## config.mk

```make
export PLATFORM = sky130hd
export DESIGN_NAME = clk_gate_ctrl_flat
export DESIGN_NICKNAME = d
export VERILOG_FILES = /design/src/rtl/clk_gate_pkg.sv /design/src/rtl/clk_gate_ctrl_if.sv /design/src/rtl/clk_gate_timer.sv /design/src/rtl/clk_gate_ctrl.sv /design/src/flat_wrapper.sv
export SDC_FILE = /design/constraint.sdc
export NUM_CORES = 1
export LEC_CHECK = 0
export CORE_ASPECT_RATIO = 1.1
export CORE_MARGIN = 2
export CORE_UTILIZATION = 35
export CTS_CLUSTER_DIAMETER = 100
export DETAILED_ROUTE_END_ITERATION = 10
export PLACE_DENSITY = 0.65
export SLEW_MARGIN = 10
export SYNTH_ARGS = -nofsm -noshare
export SYNTH_HDL_FRONTEND = slang
export SYNTH_SLANG_ARGS = --single-unit
```

## constraint.sdc

```tcl
create_clock -name clk -period 1.45 [get_ports clk]
set_input_delay 0.2175 -clock clk [delete_from_list [all_inputs] [get_ports clk]]
set_output_delay 0.2175 -clock clk [all_outputs]
set_load 0.005 [all_outputs]
```

## src/rtl/clk_gate_pkg.sv

```systemverilog
// Shared types and constants for the clock-gate enable controller.
// Optional gate-entry statistics are enabled with CLK_GATE_STATS_EN.
package clk_gate_pkg;

   typedef enum logic [1:0] {
      RUN       = 2'd0,
      IDLE_WAIT = 2'd1,
      GATED     = 2'd2,
      WAKE      = 2'd3
   } state_t;

   localparam int STAT_W = 16;

   // Increment that sticks at all-ones instead of wrapping.
   function automatic logic [STAT_W-1:0] sat_inc(input logic [STAT_W-1:0] value);
      return (value == {STAT_W{1'b1}}) ? value : value + STAT_W'(1);
   endfunction

endpackage

```

## src/rtl/clk_gate_ctrl_if.sv

```systemverilog
// Activity / wake handshake bundle between a requester and the gate controller.
// The gate_cnt member exists only when CLK_GATE_STATS_EN is defined.
interface clk_gate_ctrl_if import clk_gate_pkg::*; ();

   logic busy;
   logic wake_req;
   logic force_on;
   logic en;
   logic wake_ack;
   logic gated;
`ifdef CLK_GATE_STATS_EN
   logic [STAT_W-1:0] gate_cnt;
`endif

`ifdef CLK_GATE_STATS_EN
   modport master (
      output busy, wake_req, force_on,
      input  en, wake_ack, gated, gate_cnt
   );

   modport slave (
      input  busy, wake_req, force_on,
      output en, wake_ack, gated, gate_cnt
   );
`else
   modport master (
      output busy, wake_req, force_on,
      input  en, wake_ack, gated
   );

   modport slave (
      input  busy, wake_req, force_on,
      output en, wake_ack, gated
   );
`endif

endinterface

```

## src/rtl/clk_gate_timer.sv

```systemverilog
// Shared quiet/settle timer: synchronous clear, increment, and terminal compare
// against a caller-supplied terminal value.
module clk_gate_timer #(
   parameter int CNT_W = 8
) (
   input  logic             clk,
   input  logic             rst,
   input  logic             clr,
   input  logic             inc,
   input  logic [CNT_W-1:0] term,
   output logic             at_term
);

   logic [CNT_W-1:0] cnt_q;

   // NOTE: sequential state is written with non-blocking assignments only, so
   // every flop samples the pre-edge value of every other flop.
   always_ff @(posedge clk) begin
      if (rst || clr) begin
         cnt_q <= '0;
      end else if (inc) begin
         cnt_q <= cnt_q + CNT_W'(1);
      end
   end

   assign at_term = (cnt_q == term);

endmodule

```

## src/rtl/clk_gate_ctrl.sv

```systemverilog
// Idle-detect controller producing the registered enable for clk_gater, with a
// level wake_req/wake_ack handshake. CLK_GATE_STATS_EN adds a gate-entry counter.
module clk_gate_ctrl import clk_gate_pkg::*; #(
   parameter int IDLE_CYCLES = 16,
   parameter int WAKE_CYCLES = 2,
   parameter int CNT_W       = 8
) (
   input  logic            clk,
   input  logic            rst,
   clk_gate_ctrl_if.slave  bus
);

   localparam logic [CNT_W-1:0] IDLE_TERM = CNT_W'(IDLE_CYCLES - 1);
   localparam logic [CNT_W-1:0] WAKE_TERM = CNT_W'(WAKE_CYCLES - 1);

   state_t           state_q;
   state_t           state_d;
   logic             quiet;
   logic             timer_clr;
   logic             timer_inc;
   logic             timer_at_term;
   logic [CNT_W-1:0] timer_term;
   logic             en_q;
   logic             en_d;
   logic             wake_ack_q;
   logic             wake_ack_d;
   logic             gated_q;
   logic             gated_d;

   assign quiet      = !bus.busy && !bus.wake_req && !bus.force_on;
   assign timer_term = (state_q == WAKE) ? WAKE_TERM : IDLE_TERM;
   assign timer_clr  = !timer_inc;

   clk_gate_timer #(
      .CNT_W (CNT_W)
   ) u_timer (
      .clk     (clk),
      .rst     (rst),
      .clr     (timer_clr),
      .inc     (timer_inc),
      .term    (timer_term),
      .at_term (timer_at_term)
   );

   // State register and registered outputs; reset wins over any transition.
   always_ff @(posedge clk) begin
      if (rst) begin
         state_q    <= RUN;
         en_q       <= 1'b1;
         wake_ack_q <= 1'b1;
         gated_q    <= 1'b0;
      end else begin
         state_q    <= state_d;
         en_q       <= en_d;
         wake_ack_q <= wake_ack_d;
         gated_q    <= gated_d;
      end
   end

   // NOTE: every signal assigned in an always_comb gets a default first, so no
   // path through the case can leave it unassigned and infer a latch.
   always_comb begin
      state_d   = state_q;
      timer_inc = 1'b0;
      unique case (state_q)
         RUN: begin
            if (quiet) state_d = IDLE_WAIT;
         end
         IDLE_WAIT: begin
            // Activity is tested first so it beats a coincident timeout.
            if (!quiet) begin
               state_d = RUN;
            end else if (timer_at_term) begin
               state_d = GATED;
            end else begin
               timer_inc = 1'b1;
            end
         end
         GATED: begin
            if (!quiet) state_d = WAKE;
         end
         WAKE: begin
            // Settling always completes; inputs cannot send us back to GATED.
            if (timer_at_term) begin
               state_d = RUN;
            end else begin
               timer_inc = 1'b1;
            end
         end
         default: state_d = RUN;
      endcase
   end

   // Outputs are decoded from the next state so they change on the same edge.
   always_comb begin
      en_d       = 1'b1;
      wake_ack_d = 1'b0;
      gated_d    = 1'b0;
      unique case (state_d)
         RUN, IDLE_WAIT: wake_ack_d = 1'b1;
         GATED: begin
            en_d    = 1'b0;
            gated_d = 1'b1;
         end
         WAKE:    wake_ack_d = 1'b0;
         default: wake_ack_d = 1'b0;
      endcase
   end

   assign bus.en       = en_q;
   assign bus.wake_ack = wake_ack_q;
   assign bus.gated    = gated_q;

`ifdef CLK_GATE_STATS_EN
   logic [STAT_W-1:0] gate_cnt_q;

   always_ff @(posedge clk) begin
      if (rst) begin
         gate_cnt_q <= '0;
      end else if ((state_d == GATED) && (state_q != GATED)) begin
         gate_cnt_q <= sat_inc(gate_cnt_q);
      end
   end

   assign bus.gate_cnt = gate_cnt_q;
`endif

endmodule

```

## src/flat_wrapper.sv

```systemverilog
// flat-port wrapper written by rule: the top's interface ports become plain ports
module clk_gate_ctrl_flat import clk_gate_pkg::*;
#(
   parameter int IDLE_CYCLES = 16,
   parameter int WAKE_CYCLES = 2,
   parameter int CNT_W       = 8
)
  (clk, rst, bus_busy, bus_wake_req, bus_force_on, bus_en, bus_wake_ack, bus_gated);
  clk_gate_ctrl_if bus_i ();
  input  logic clk;
  input  logic rst;
  input wire logic [$bits(bus_i.busy)-1:0] bus_busy;
  input wire logic [$bits(bus_i.wake_req)-1:0] bus_wake_req;
  input wire logic [$bits(bus_i.force_on)-1:0] bus_force_on;
  output wire logic [$bits(bus_i.en)-1:0] bus_en;
  output wire logic [$bits(bus_i.wake_ack)-1:0] bus_wake_ack;
  output wire logic [$bits(bus_i.gated)-1:0] bus_gated;
  assign bus_i.busy = bus_busy;
  assign bus_i.wake_req = bus_wake_req;
  assign bus_i.force_on = bus_force_on;
  assign bus_en = bus_i.en;
  assign bus_wake_ack = bus_i.wake_ack;
  assign bus_gated = bus_i.gated;
  clk_gate_ctrl #(.IDLE_CYCLES(IDLE_CYCLES), .WAKE_CYCLES(WAKE_CYCLES), .CNT_W(CNT_W)) u_core (.clk(clk), .rst(rst), .bus(bus_i));
endmodule
```

# ---- Yosys cells after proc, flatten, opt, wreduce, memory -nomap -nowiden
# Index checks and enable logic that the tools add are counted.
dict set report classes {
  muxes 13
  eq_ne 6
  n_reduce_logical 10
  n_addsub 1
}
# op n
set ops {}
lappend ops {{$mux W2} 5}
lappend ops {{$add A8 B1 Y8 const B} 1}
lappend ops {{$eq A8 B8 Y1} 1}
lappend ops {{$pmux W2 S4} 1}
lappend ops {{$eq A2 B2 Y1 const B} 3}
lappend ops {{$mux W1} 5}
lappend ops {{$eq A2 B1 Y1 const B} 2}
lappend ops {{$logic_not A1 Y1} 4}
lappend ops {{$logic_not A2 Y1} 2}
lappend ops {{$mux W4} 1}
lappend ops {{$logic_and A1 B1 Y1} 2}
lappend ops {{$pmux W1 S2} 1}
lappend ops {{$reduce_or A2 Y1} 1}
lappend ops {{$logic_or A1 B1 Y1} 1}
dict set report totals {
  regBits 13
  out_inout_bits 3
  in_bits 5
  word_cells 35
}

# ---- Depth between registers and ports, before layout
dict set report depth {
  depth_word 9
  depth_mapped 4
  ltp_nobuf 4
}

# ---- Cells and area by module
# From an unflattened synthesis, not the netlist that was laid out.
dict set report unflattened {
  hier_cells 73
  area_unflattened_um2 660.6
}
# module instances area_per_inst_um2 cells_per_inst
set modules_own_cells {}
lappend modules_own_cells {clk_gate_timer 1 432.9 50}
lappend modules_own_cells {clk_gate_ctrl 1 227.7 23}

# ---- Least setup slack after synthesis
# No wires, ideal clock.
dict set report synth_path {
  path_kind {reg2reg}
  from {register u_core.u_timer.cnt_q[2]}
  to {register u_core.state_q[1]}
  stages_incl_launch_ff 5
  path_buffers 1
  t_required_ns 1.329
  arrival_time_ns 1.260
  path_slack_ns 0.069
  setup_ns 0.121
  period_less_slack_ns 1.381
  path_cell_list {dfxtp_1 buf_2 nor4b_1 o2111a_2 mux2_4}
}
dict set report synth_via {
  elab_chain_len 4
  elab_cells_between_ends 5
  classes_between {1 x eq/ne; 4 x mux}
}
# item line
set synth_lines {}
lappend synth_lines {{start: declaration} clk_gate_timer.sv:14} ;# logic [CNT_W-1:0] cnt_q;
lappend synth_lines {{start signal: assignment} clk_gate_timer.sv:22} ;# cnt_q <= cnt_q + CNT_W'(1);
lappend synth_lines {{$eq A8 B8 Y1 *} clk_gate_timer.sv:26} ;# assign at_term = (cnt_q == term);
lappend synth_lines {{$mux W2} clk_gate_ctrl.sv:73} ;# end else if (timer_at_term) begin
lappend synth_lines {{$mux W2} clk_gate_ctrl.sv:71} ;# if (!quiet) begin
lappend synth_lines {{$pmux W2 S4 *} clk_gate_ctrl.sv:65} ;# unique case (state_q)
lappend synth_lines {{end signal: assignment} clk_gate_ctrl.sv:53} ;# state_q <= state_d;
lappend synth_lines {{end: declaration} clk_gate_ctrl.sv:16} ;# state_t state_q;
# Mark *: on every way between the ends. The rest lies on a longest branch, timed or not.
# A chain may end at the register's enable or synchronous reset.

# ---- Final worst setup path
dict set report layout_path {
  from {register u_core.u_timer.cnt_q[1]}
  to {register u_core.state_q[1]}
}
# The elaborated chain is that of the path after synthesis.

==> impl_metrics.tcl <==
set metrics [dict create \
    worst-endpoint-arrival_ps 1530 \
    power.net_switching_uw 123 \
    yosysSeqAreaShare_pct 40.2 \
    avgSynthCellArea_sq_um 10.1 \
    fill_count 177 \
    register_clock_pin_slew_on_the_reported_worst_setup_and_hold_paths_ps 70 \
    worst_hold_path_type "flip-flop to flip-flop" \
    detailed_place_hpwl_microns 923 \
    insertedDiodeCount 0 \
    die_wd_microns 45.0 \
    initial_core_util_pct 36.7 \
    globalRouteMet3Util_pct 4.81 \
    cts_inserted_buffers 3 \
    drt_wl_total_mm 1.31 \
    power_internal_uw 480 \
    max_cap_viol_count 0 \
    grt_pass1_vias 530 \
    gp_congestion 0.822 \
    ant_nets 0 \
    area.growth.synth_to_final_pct 29.8 \
    floorplan.core_area_sq_um 1760 \
    netSwitchingFraction_pct 20.4 \
    setup_violations 0 \
    fin_skew_ps 1.83 \
    vdd_ir_drop_max_mv 0.411 \
    fmax_mhz 735 \
    finalHoldViolations 0 \
    power.density_cell_area_nw_per_um2 718 \
    layout_min_cycle_time_ps 1360 \
    floorplan.die.height_microns 49.1 \
    critical_path_buf_inv_count 0 \
    groute.layer.met1.usage_pct 19.3 \
    fin_nets 88 \
    finalCritPeriodShare_pct 93.8 \
    maxSlewViolCount 0 \
    global_route_usage_sum_pct 14.5 \
    sink_count_of_the_clock_tree 13 \
    grt_first_pass_wirelength_mm 2.32 \
    timing.max_slew.rel_slack_pct 78.6 \
    drt_pass_1_iters 4 \
    synthesis.area_sq_um 647 \
    netlist_instances 64 \
    yosys_warnings 0 \
    htree_levels 1 \
    antenna_found_initial 0 \
    portion_of_synthesized_cell_area_occupied_by_the_leading_cell_type_pct 40.2 \
    outcome "finished, final reports clean" \
    boundaryPins 8 \
    detail_route.vias_per_cell 5.61 \
    grt_start_max_net_pins 9 \
    clkLatencyLatePin_ps 270 \
    postCtsResizedCells 0 \
    timing.critical_path.fanout_max 7 \
    die_area_sq_um 2210 \
    worst_setup_path_start_kind "flip-flop" \
    io_buffers 7 \
    power.leakage_nw 0.278 \
    floorplan.rows 16 \
    stdcell_count 99 \
    share_clk_of_total_power_pct 36.4 \
    synth.top_cells.by_area "sky130_fd_sc_hd__dfxtp_1, sky130_fd_sc_hd__or3_1, sky130_fd_sc_hd__a211oi_1" \
    clock_tree_from_tritoncts "yes" \
    comb_power_share_pct 4.2 \
    fin_area_sq_um 840 \
    routed-via-count 555 \
    placed_cell_area_sq_um 791 \
    hold_buffers 0 \
    synth.lib_cells_used.distinct 29 \
    detail_route.drc_violations 0 \
    timing.critical_path.slowest_cell_delay_ps 360 \
    busiest_layer "met2" \
    worstSetupPathType "flip-flop to flip-flop" \
    postCtsSetupBuffers 0 \
    timing.critical_path.to_type "flip-flop" \
    cts.path.max_buffers 2 \
    slew_at_the_pin_closest_to_its_max_slew_limit_ps 314 \
    gr-total-overflow 0 \
    synth.ff_latch_count 13 \
    drtIter0Drc 9 \
    worst_path_max_delay_cell "sky130_fd_sc_hd__dfxtp_2" \
    worstPathRequired_ps 1620 \
    grt_util_met2_pct 19.5 \
    worstPathCellList "nor4b_2 -> o2111a_2 -> mux2_4" \
    timing.critical_path.max_delay_family "flip-flops" \
    synthesis.nets 70 \
    place_inst 95 \
    layout-drive-gt1-share_pct 29.6 \
    synth_top_area_cell "sky130_fd_sc_hd__dfxtp_1" \
    clock_tree.root_cell "sky130_fd_sc_hd__clkbuf_4" \
    avgRoutedWirePerCell_microns 13.3 \
    pwr-share-seq_pct 59.4 \
]
cell families (layout without fill, tap and decap cells):
group | count (synthesis) | count (layout) | synth area share (%)
and+or+nand+nor | 26 | 26 | 23.6
AOI/OAI and AO/OA | 14 | 14 | 20.3
DFF | 13 | 13 | 40.2
buffers and inverters | 4 | 21 | 2.51
xor gates and xnor gates | 3 | 3 | 4.06
muxes | 3 | 3 | 7.35
adders and majority gates | 1 | 1 | 1.93
sequential cells by signal, indices dropped and copies added (netlist names):
name	flops
u_core.u_timer.cnt_q	8
u_core.bus.en	1
u_core.state_q	2
u_core.bus.wake_ack	1
u_core.bus.gated	1
final timing paths:
kind / from / endpoint / slack [ps] / cells past startpoint
setup / recovery: u_core.u_timer.cnt_q[1] / u_core.state_q[1] / 90 / 3
hold / removal: u_core.u_timer.cnt_q[7] / u_core.u_timer.cnt_q[7] / 530 / 2
setup reg to reg: u_core.u_timer.cnt_q[1] / u_core.state_q[1] / 90 / 3
hold reg to reg: u_core.u_timer.cnt_q[7] / u_core.u_timer.cnt_q[7] / 530 / 2
power by group through the flow:
stage | registers (mW) | logic (mW) | clock network, mW
after floorplan | 0.367 | 0.00655 | 0
after global placement | 0.367 | 0.0250 | 0
after detailed placement | 0.367 | 0.0253 | 0
after CTS | 0.358 | 0.0254 | 0.226
after global routing | 0.359 | 0.0284 | 0.248
final | 0.358 | 0.0251 | 0.219
cells in the mapped netlist, drive strengths merged:
master	instances
a2111oi	1
a211oi	4
a221oi	3
a41oi	1
and2	1
and4b	1
buf	1
clkbuf	1
dfxtp	13
ha	1
inv	2
mux2	1
mux2i	2
nand2	2
nand3	4
nand4	1
nor2	3
nor2b	3
nor3	3
nor3b	1
nor4b	1
o2111a	1
o21ai	4
or3	6
xnor2	1
xor2	2
layout make-up:
type / instances / area, sq um / share of cell area (%)
Multi-Input combinational cell: 47 / 388 / 46.2
Sequential cell: 13 / 265 / 31.6
Timing Repair Buffer: 15 / 130 / 15.5
Clock buffer: 4 / 26.3 / 3.13
Tap cell: 18 / 22.5 / 2.68
Inverter: 2 / 7.51 / 0.894
placed cells by master, fill, tap and decap left out, types with 2 or more instances in the layout:
cell and instances:
sky130_fd_sc_hd__a211oi_1 4, sky130_fd_sc_hd__a221oi_2 2, sky130_fd_sc_hd__buf_4 8, sky130_fd_sc_hd__clkbuf_4 3
sky130_fd_sc_hd__clkdlybuf4s50_1 7, sky130_fd_sc_hd__dfxtp_1 9, sky130_fd_sc_hd__dfxtp_2 4, sky130_fd_sc_hd__inv_1 2
sky130_fd_sc_hd__nand2_1 2, sky130_fd_sc_hd__nand3_1 4, sky130_fd_sc_hd__nor2_1 3, sky130_fd_sc_hd__nor2b_1 3
sky130_fd_sc_hd__nor3_1 3, sky130_fd_sc_hd__o21ai_0 3, sky130_fd_sc_hd__or3_1 6, sky130_fd_sc_hd__xor2_1 2
through the flow:
step	setup TNS [ps]	util, %	power [mW]	hold WS (ps)	setup slack [ps]
after floorplan	0	-	0.373	282	68.9
after global placement	-116	44.9	0.392	496	-46.6
after detailed placement	-327	44.9	0.392	503	-79.8
after CTS	0	46.4	0.610	518	8.32
after global routing	-5.24	47.7	0.635	580	-5.24
final	0	47.7	0.603	530	90.3
routing by layer:
metal	wire length (microns)	up-vias
li1	-	281
met1	589	259
met2	633	11
met3	53	4
met4	37	0
met5	0	-
worst register-to-register path, stage by stage, from the launching register on:
cell,delay (ps)
sky130_fd_sc_hd__dfxtp_2,360
sky130_fd_sc_hd__nor4b_2,290
sky130_fd_sc_hd__o2111a_2,290
sky130_fd_sc_hd__mux2_4,310
No activity file was read; power rests on OpenSTA's default activity.
